[config.mk]
export PLATFORM = sky130hd
export DESIGN_NAME = rx_eth_parser
export DESIGN_NICKNAME = d
export VERILOG_FILES = /design/src/rtl/eth_pkg.sv /design/src/rtl/rx_crc32.sv /design/src/rtl/rx_eth_parser.sv
export SDC_FILE = /design/constraint.sdc
export NUM_CORES = 1
export LEC_CHECK = 0
export ABC_AREA = 1
export BUFFER_PORTS_ARGS = -buffer_cell sky130_fd_sc_hd__buf_4
export CAP_MARGIN = 20
export CORE_UTILIZATION = 50
export CTS_CLUSTER_SIZE = 16
export DETAILED_ROUTE_END_ITERATION = 10
export GPL_ROUTABILITY_DRIVEN = 0
export PLACE_DENSITY_LB_ADDON = 0.15
export SLEW_MARGIN = 20
export SYNTH_ARGS = -nofsm -noshare
export SYNTH_HDL_FRONTEND = slang
export SYNTH_SLANG_ARGS = --single-unit
[constraint.sdc]
create_clock -name RX_CLK -period 2 [get_ports RX_CLK]
set_input_delay 0.3 -clock RX_CLK [delete_from_list [all_inputs] [get_ports RX_CLK]]
set_output_delay 0.3 -clock RX_CLK [all_outputs]
set_load 0.01 [all_outputs]
[src/rtl/eth_pkg.sv]
// Shared constants, state encoding and helpers for the GMII Ethernet receive parser.
package eth_pkg;

   localparam logic [7:0]  PRE           = 8'h55;
   localparam logic [7:0]  SFD           = 8'hD5;
   localparam logic [15:0] ETYPE_IPV4    = 16'h0800;
   localparam logic [15:0] ETYPE_ARP     = 16'h0806;
   localparam logic [47:0] BCAST_MAC     = 48'hFFFF_FFFF_FFFF;
   localparam logic [31:0] CRC32_POLY    = 32'h04C1_1DB7;
   localparam logic [31:0] CRC32_RESIDUE = 32'hC704_DD7B;
   localparam logic [15:0] MIN_PAYLOAD   = 16'd46;
   localparam int          FCS_BYTES     = 4;
   localparam int          BUF_DEPTH     = FCS_BYTES + 1;

   typedef enum logic [3:0] {
      ST_SYNC,
      ST_IDLE,
      ST_PRE,
      ST_DST,
      ST_SRC,
      ST_TYPE,
      ST_PAY,
      ST_DROP,
      ST_STATUS
   } state_e;

   function automatic logic [31:0] bitrev32(input logic [31:0] v);
      logic [31:0] r;
      for (int i = 0; i < 32; i++) r[i] = v[31-i];
      return r;
   endfunction

endpackage

[src/rtl/rx_crc32.sv]
// Byte-wide Ethernet CRC-32 accumulator (reflected, init all ones, no final inversion).
module rx_crc32 import eth_pkg::*; (
   input  logic        clk,
   input  logic        rst_n,
   input  logic        init_i,
   input  logic        en_i,
   input  logic [7:0]  data_i,
   output logic [31:0] crc_o
);

   localparam logic [31:0] POLY_REFL = bitrev32(CRC32_POLY);

   logic [31:0] crc_q;
   logic [31:0] crc_d;

   // NOTE: every variable written here gets a value before any branch, so no latch can be inferred.
   always_comb begin
      crc_d = crc_q ^ {24'h0, data_i};
      for (int i = 0; i < 8; i++) begin
         crc_d = crc_d[0] ? ((crc_d >> 1) ^ POLY_REFL) : (crc_d >> 1);
      end
   end

   always_ff @(posedge clk) begin
      if (!rst_n || init_i) crc_q <= '1;
      else if (en_i)        crc_q <= crc_d;
   end

   assign crc_o = crc_q;

endmodule

[src/rtl/rx_eth_parser.sv]
// GMII receive front end: preamble/SFD sync, MAC filter, EtherType demux, FCS strip, frame status.
// Define RX_ETH_FCS_CHECK_EN to build the CRC-32 check; otherwise fcs_ok is constant 1.
module rx_eth_parser import eth_pkg::*; #(
   parameter int                   OCT          = 8,
   parameter int                   NUM_CH       = 2,
   parameter logic [NUM_CH*16-1:0] ETYPE_LIST   = {16'h0806, 16'h0800},
   parameter int                   MAX_PAYLOAD  = 1500,
   parameter bit                   ACCEPT_BCAST = 1'b1,
   localparam int                  CW           = (NUM_CH > 1) ? $clog2(NUM_CH) : 1
) (
   input  logic            RX_CLK,
   input  logic            rst_n,
   input  logic [47:0]     mac_addr,
   input  logic            promisc,
   input  logic            RX_DV,
   input  logic [OCT-1:0]  RXD,
   input  logic            RX_ER,
   output logic [OCT-1:0]  rx_data,
   output logic            rx_valid,
   output logic            rx_sof,
   output logic            rx_eof,
   output logic [CW-1:0]   rx_chan,
   output logic [47:0]     rx_mac_src,
   output logic            rx_done,
   output logic            rx_good,
   output logic [15:0]     rx_len,
   output logic [15:0]     rx_drop_cnt
);

   localparam logic [15:0] LEN_MAX = 16'(MAX_PAYLOAD);
   localparam logic [15:0] LEN_CAP = 16'(MAX_PAYLOAD + 1);

   state_e          state_q;
   logic [2:0]      cnt_q;
   logic [47:0]     dst_q, src_q;
   logic [OCT-1:0]  type_hi_q;
   logic [OCT-1:0]  buf_q [BUF_DEPTH];
   logic [2:0]      fill_q;
   logic            sof_pend_q, err_q, ovs_q;
   logic [15:0]     len_q;

   logic [OCT-1:0]  rx_data_q;
   logic            rx_valid_q, rx_sof_q, rx_eof_q, rx_done_q, rx_good_q;
   logic [CW-1:0]   rx_chan_q;
   logic [47:0]     rx_mac_src_q;
   logic [15:0]     rx_len_q, rx_drop_cnt_q;

   logic [47:0]     dst_d, src_d;
   logic [15:0]     type_d, len_d, drop_cnt_d;
   logic [CW-1:0]   chan_d;
   logic            chan_hit, dst_hit, hdr_err, buf_full, good_d, fcs_ok;

   assign dst_d      = {dst_q[47-OCT:0], RXD};
   assign src_d      = {src_q[47-OCT:0], RXD};
   assign type_d     = {type_hi_q, RXD};
   assign dst_hit    = (dst_d == mac_addr) || (ACCEPT_BCAST && (dst_d == BCAST_MAC)) || promisc;
   assign hdr_err    = !RX_DV || RX_ER;
   assign buf_full   = (fill_q == 3'(BUF_DEPTH));
   assign len_d      = (len_q == LEN_CAP) ? len_q : len_q + 16'd1;
   assign drop_cnt_d = (rx_drop_cnt_q == 16'hFFFF) ? rx_drop_cnt_q : rx_drop_cnt_q + 16'd1;
   assign good_d     = !err_q && !ovs_q && (len_q >= MIN_PAYLOAD) && (len_q <= LEN_MAX) && fcs_ok;

   // Scan from the top so the lowest matching index is the one left standing.
   always_comb begin
      chan_d   = '0;
      chan_hit = 1'b0;
      for (int i = NUM_CH - 1; i >= 0; i--) begin
         if (ETYPE_LIST[16*i +: 16] == type_d) begin
            chan_d   = CW'(i);
            chan_hit = 1'b1;
         end
      end
   end

`ifdef RX_ETH_FCS_CHECK_EN
   logic [31:0] crc;
   logic        crc_init, crc_en;

   assign crc_init = (state_q == ST_PRE) && RX_DV && !RX_ER && (RXD == SFD);
   assign crc_en   = RX_DV && ((state_q == ST_DST) || (state_q == ST_SRC) ||
                               (state_q == ST_TYPE) || (state_q == ST_PAY));

   rx_crc32 u_crc (
      .clk    (RX_CLK),
      .rst_n  (rst_n),
      .init_i (crc_init),
      .en_i   (crc_en),
      .data_i (RXD),
      .crc_o  (crc)
   );

   assign fcs_ok = (bitrev32(crc) == CRC32_RESIDUE);
`else
   assign fcs_ok = 1'b1;
`endif

   // NOTE: the payload delay line has no reset; fill_q, which is reset, says which entries are live.
   always_ff @(posedge RX_CLK) begin
      if ((state_q == ST_PAY) && RX_DV) begin
         buf_q[0] <= RXD;
         for (int i = 1; i < BUF_DEPTH; i++) buf_q[i] <= buf_q[i-1];
      end
   end

   // NOTE: non-blocking assignments throughout, so every branch sees the pre-edge register values.
   always_ff @(posedge RX_CLK) begin
      if (!rst_n) begin
         state_q       <= ST_SYNC;
         cnt_q         <= '0;
         dst_q         <= '0;
         src_q         <= '0;
         type_hi_q     <= '0;
         fill_q        <= '0;
         sof_pend_q    <= 1'b0;
         err_q         <= 1'b0;
         ovs_q         <= 1'b0;
         len_q         <= '0;
         rx_data_q     <= '0;
         rx_valid_q    <= 1'b0;
         rx_sof_q      <= 1'b0;
         rx_eof_q      <= 1'b0;
         rx_done_q     <= 1'b0;
         rx_good_q     <= 1'b0;
         rx_chan_q     <= '0;
         rx_mac_src_q  <= '0;
         rx_len_q      <= '0;
         rx_drop_cnt_q <= '0;
      end else begin
         rx_valid_q <= 1'b0;
         rx_sof_q   <= 1'b0;
         rx_eof_q   <= 1'b0;
         rx_done_q  <= 1'b0;
         unique case (state_q)
            ST_SYNC: if (!RX_DV) state_q <= ST_IDLE;
            ST_IDLE: if (RX_DV) state_q <= ST_PRE;
            ST_PRE: begin
               if (!RX_DV) begin
                  rx_drop_cnt_q <= drop_cnt_d;
                  state_q       <= ST_IDLE;
               end else if (RX_ER || ((RXD != PRE) && (RXD != SFD))) begin
                  rx_drop_cnt_q <= drop_cnt_d;
                  state_q       <= ST_DROP;
               end else if (RXD == SFD) begin
                  cnt_q   <= '0;
                  state_q <= ST_DST;
               end
            end
            ST_DST, ST_SRC, ST_TYPE: begin
               if (hdr_err) begin
                  rx_drop_cnt_q <= drop_cnt_d;
                  state_q       <= RX_DV ? ST_DROP : ST_IDLE;
               end else begin
                  cnt_q <= cnt_q + 3'd1;
                  case (state_q)
                     ST_DST: begin
                        dst_q <= dst_d;
                        if (cnt_q == 3'd5) begin
                           cnt_q <= '0;
                           if (dst_hit) state_q <= ST_SRC;
                           else begin
                              rx_drop_cnt_q <= drop_cnt_d;
                              state_q       <= ST_DROP;
                           end
                        end
                     end
                     ST_SRC: begin
                        src_q <= src_d;
                        if (cnt_q == 3'd5) begin
                           cnt_q   <= '0;
                           state_q <= ST_TYPE;
                        end
                     end
                     default: begin
                        type_hi_q <= RXD;
                        if (cnt_q == 3'd1) begin
                           if (chan_hit) begin
                              rx_chan_q    <= chan_d;
                              rx_mac_src_q <= src_q;
                              fill_q       <= '0;
                              len_q        <= '0;
                              err_q        <= 1'b0;
                              ovs_q        <= 1'b0;
                              sof_pend_q   <= 1'b1;
                              state_q      <= ST_PAY;
                           end else begin
                              rx_drop_cnt_q <= drop_cnt_d;
                              state_q       <= ST_DROP;
                           end
                        end
                     end
                  endcase
               end
            end
            ST_PAY: begin
               // With the buffer full the oldest entry is payload; on RX_DV fall it is the last one.
               if (buf_full) begin
                  rx_data_q  <= buf_q[BUF_DEPTH-1];
                  rx_valid_q <= 1'b1;
                  rx_sof_q   <= sof_pend_q;
                  rx_eof_q   <= !RX_DV;
                  sof_pend_q <= 1'b0;
                  len_q      <= len_d;
                  ovs_q      <= ovs_q || (len_d > LEN_MAX);
               end
               if (RX_DV) begin
                  if (RX_ER)     err_q  <= 1'b1;
                  if (!buf_full) fill_q <= fill_q + 3'd1;
               end else begin
                  state_q <= ST_STATUS;
               end
            end
            ST_STATUS: begin
               rx_done_q <= 1'b1;
               rx_good_q <= good_d;
               rx_len_q  <= len_q;
               if (!good_d) rx_drop_cnt_q <= drop_cnt_d;
               state_q   <= RX_DV ? ST_PRE : ST_IDLE;
            end
            ST_DROP: if (!RX_DV) state_q <= ST_IDLE;
            default: state_q <= ST_SYNC;
         endcase
      end
   end

   assign rx_data     = rx_data_q;
   assign rx_valid    = rx_valid_q;
   assign rx_sof      = rx_sof_q;
   assign rx_eof      = rx_eof_q;
   assign rx_chan     = rx_chan_q;
   assign rx_mac_src  = rx_mac_src_q;
   assign rx_done     = rx_done_q;
   assign rx_good     = rx_good_q;
   assign rx_len      = rx_len_q;
   assign rx_drop_cnt = rx_drop_cnt_q;

endmodule

==> metrics.md <==
| Metric | Value |
|---|---|
| Slowest cell on crit path | dlygate4sd3_1 |
| Internal Power | 9.529 mW |
| Initial Util | 51.72% |
| Worst path most repeated cell | buf_4 |
| Die Ht | 150.4 µm |
| Post-DR vias/cell | 5.190 |
| First-pass GRT wire length | 43100 µm |
| Slew headroom | 59.36% |
| Tcrit/Tclk final | 98.92% |
| Share of cells above drive strength 1 | 20.92% |
| Initial antenna violation count | 0 |
| Synth Instances | 1390 |
| Worst-Margin Slew | 0.6087 ns |
| Worst Hold Launch | RXD[0] |
| Routed WL | 27320 µm |
| Core area | 21290 µm² |
| CP max stage delay | 0.55 ns |
| Crit start category | input port |
| Longest Clk Path Bufs | 3 |
| Overall power | 12.79 mW |
| Net Count, Synth | 1459 |
| Final ANT Viol Nets | 0 |
| Sequential Power Share | 44.0% |
| Routed WL per cell | 14.64 µm |
| # H-tree levels | 1 |
| Register bit total from synthesis | 259 |
| Diode count | 0 |
| Reg2Reg Depth | 11 |
| Reg2Reg Capture Point | rx_drop_cnt[9] |
| Leakage | 5.535 nW |
| Critical path class | input port to flip-flop |
| Buf/Inv on CP | 4 |
| Synthesis Warnings | 0 |
| Pre-antenna DRT Iters | 5 |
| Clk sink count | 259 |
| Pre-CTS WS | 0.02210 ns |
| CP required | 2.41 ns |
| Vias in the first global route | 8907 |
| Worst hold slack | 0.02644 ns |
| CTS tree | done |
| Crit path time final | 1.978 ns |
| Setup WS post-layout | 0.02155 ns |
| Power per cell area | 916.6 nW/µm² |
| Status | completed |
| Synth async-reset ratio | 0% |
| Part of the power in the clock network | 42.8% |
| Dpl hpwl | 18940 µm |
| GRT Overall Usage | 23.54% |
| Avg Cell Area, Syn | 7.920 µm² |
| R2r startpoint | state_q[3] |
| Register area share after synthesis | 50.73% |
| Top fanout value on the critical path | 6 |
| Final setup fails | 0 |
| I/O Buffers | 154 |
| Synth unique cells | 43 |
| Hold path cells | 1 |
| Worst min path class | input port to flip-flop |
| Via count of the routed design | 9690 |
| First DRT Iteration DRCs | 486 |
| Psw | 3.263 mW |
| Synthesized area | 11010 µm² |
| Largest net degree at the start of global routing | 118 |
| Ports | 155 |
| Reg2reg setup slack | 0.09 ns |
| Final hold vios | 0 |
| Layout Skew | 0.02988 ns |
| Post-layout util | 65.56% |
| Final slew viol count | 0 |
| MaxCap Viol Count | 0 |
| Synth Flop Type | dfxtp_1 |
| CP Capture Type | flip-flop |
| Die width | 150.4 µm |
| Total grt overflow | 0 |
| Switching share of power | 25.51% |
| Clock root cell | clkbuf_16 |
| Rows | 53 |
| P&R area growth vs syn | 26.76% |
| Commonest non-fill, non-tap cells in the layout | 231 x nand2_1, 206 x dfxtp_1, 206 x buf_4 |
| Commonest non-fill, non-tap cell in the layout | nand2_1 |
| Clk slew on worst S/H paths | 0.06 ns |
| Clk_lat worst skew | 0.54 ns |
| Highest clock rate | 505.4 MHz |
| Nets@finish | 1641 |
| Worst Hold End | buf_q[0][0] |
| CTS Buf Count | 26 |
| Die area | 22620 µm² |
| Worst path cell trace | dlygate4sd3_1 -> buf_4 -> nor2_1 -> nand2_1 -> a21oi_2 -> nand2_2 -> buf_4 -> o21ai_4 -> buf_4 -> nand2_2 -> o21ai_4 -> nor2_1 |
| Post-synth EDFFs | 40 |
| Peak VDD IR | 721.5 µV |
| Fin Setup TNS | 0 ns |
| # DRC | 0 |
| Critical Path AT | 2.39 ns |
| Combinational share of power | 13.2% |
| CP top delay family | buffers and inverters |
==> cell usage after synthesis, types with 2 or more instances <==
library cell    n  share of area, %
nor2_1        109               3.7
o21ai_1         2             0.091
xnor2_1        45               3.6
nor4_1          9              0.51
ha_1            8              0.91
clkbuf_2        4              0.18
inv_1         151               5.1
nor3_1         18              0.82
xor2_1         16               1.3
inv_2           2             0.068
nand2_2         2              0.11
buf_2          10              0.45
dfxtp_1       219                40
nor2_2          3              0.17
a211oi_1        4              0.27
nand3_1        50               2.3
nand4_1        18               1.0
or2_2           3              0.17
o21ai_0       170               7.7
a21oi_1       196               8.9
edfxtp_1       40                11
nand2_1       240               8.2
buf_4           3              0.20
nor3_2          2              0.18
clkbuf_1       48               1.6
==> layout make-up <==
type / count / area (µm²)
clock inverters: 15 / 260.3
well taps: 275 / 344.1
inverters: 153 / 578.1
clock buffers: 33 / 728.2
flip-flops and latches: 259 / 5607
fillers: 1798 / 7331
repair buffers: 219 / 1742
multi-input cells: 913 / 4697
==> timing repair <==
action                                 4_1_cts  5_1_grt
hold buffers                                 3        0
endpoints found under the hold margin        3        0
gates resized for setup                      0       62
setup endpoints to repair                    0       85
setup buffers                                0        3
==> metrics by stage <==
step / area, µm² / cells
global placement: 12740 / 1811
global route: 13960 / 1867
finish: 13960 / 1867
floorplan: 11010 / 1390
CTS: 13760 / 1862
detailed placement: 12740 / 1811
==> kinds of logic after synthesis <==
kind of cell	Yosys count	synth area share (%)
AND/OR/NAND/NOR	462	17.95
adder cells (fa/ha/maj)	8	0.9092
flip-flops	259	50.73
buffers and inverters	219	7.796
XOR/XNOR	61	4.853
AO/OA/AOI/OAI	381	17.76
==> sequential cells by signal, indices dropped and copies added (netlist names), 8 cells and up <==
register	cells
rx_mac_src	48
src_q	48
buf_q	40
dst_q	40
len_q	16
rx_drop_cnt	16
rx_len	16
rx_data	8
type_hi_q	8
==> layer usage <==
layer  global-route usage (%)  vias to the layer above  routed length, µm
li1                         -                     4941                  -
met1                    31.62                     4439              12100
met2                    38.94                      258              13150
met3                    3.333                       52               1389
met4                    7.525                        0                683
met5                        0                        -                  0
==> worst max-delay path by stage <==
stage / endpoint / slack, ns / start / cells past startpoint
floorplan: buf_q[0][0] / 0.14 / state_q[2] / 6
global placement: ovs_q / 0.02 / len_q[10] / 11
detailed placement: fill_q[0] / 0.02 / state_q[2] / 12
CTS: err_q / 0.002 / state_q[1] / 11
global route: err_q / -0.04 / RXD[3] / 12
finish: err_q / 0.02 / RXD[3] / 12
==> power groups by stage <==
stage | Sequential (mW) | Clock (mW) | Combinational [mW]
3_5_place_dp | 5.74 | 0 | 1.55
6_report | 5.63 | 5.47 | 1.69
3_3_place_gp | 5.73 | 0 | 1.52
4_1_cts | 5.62 | 5.56 | 1.56
2_1_floorplan | 5.72 | 0 | 1.04
5_1_grt | 5.65 | 5.78 | 1.88
Note: power is estimated with default switching activity, not from simulation.
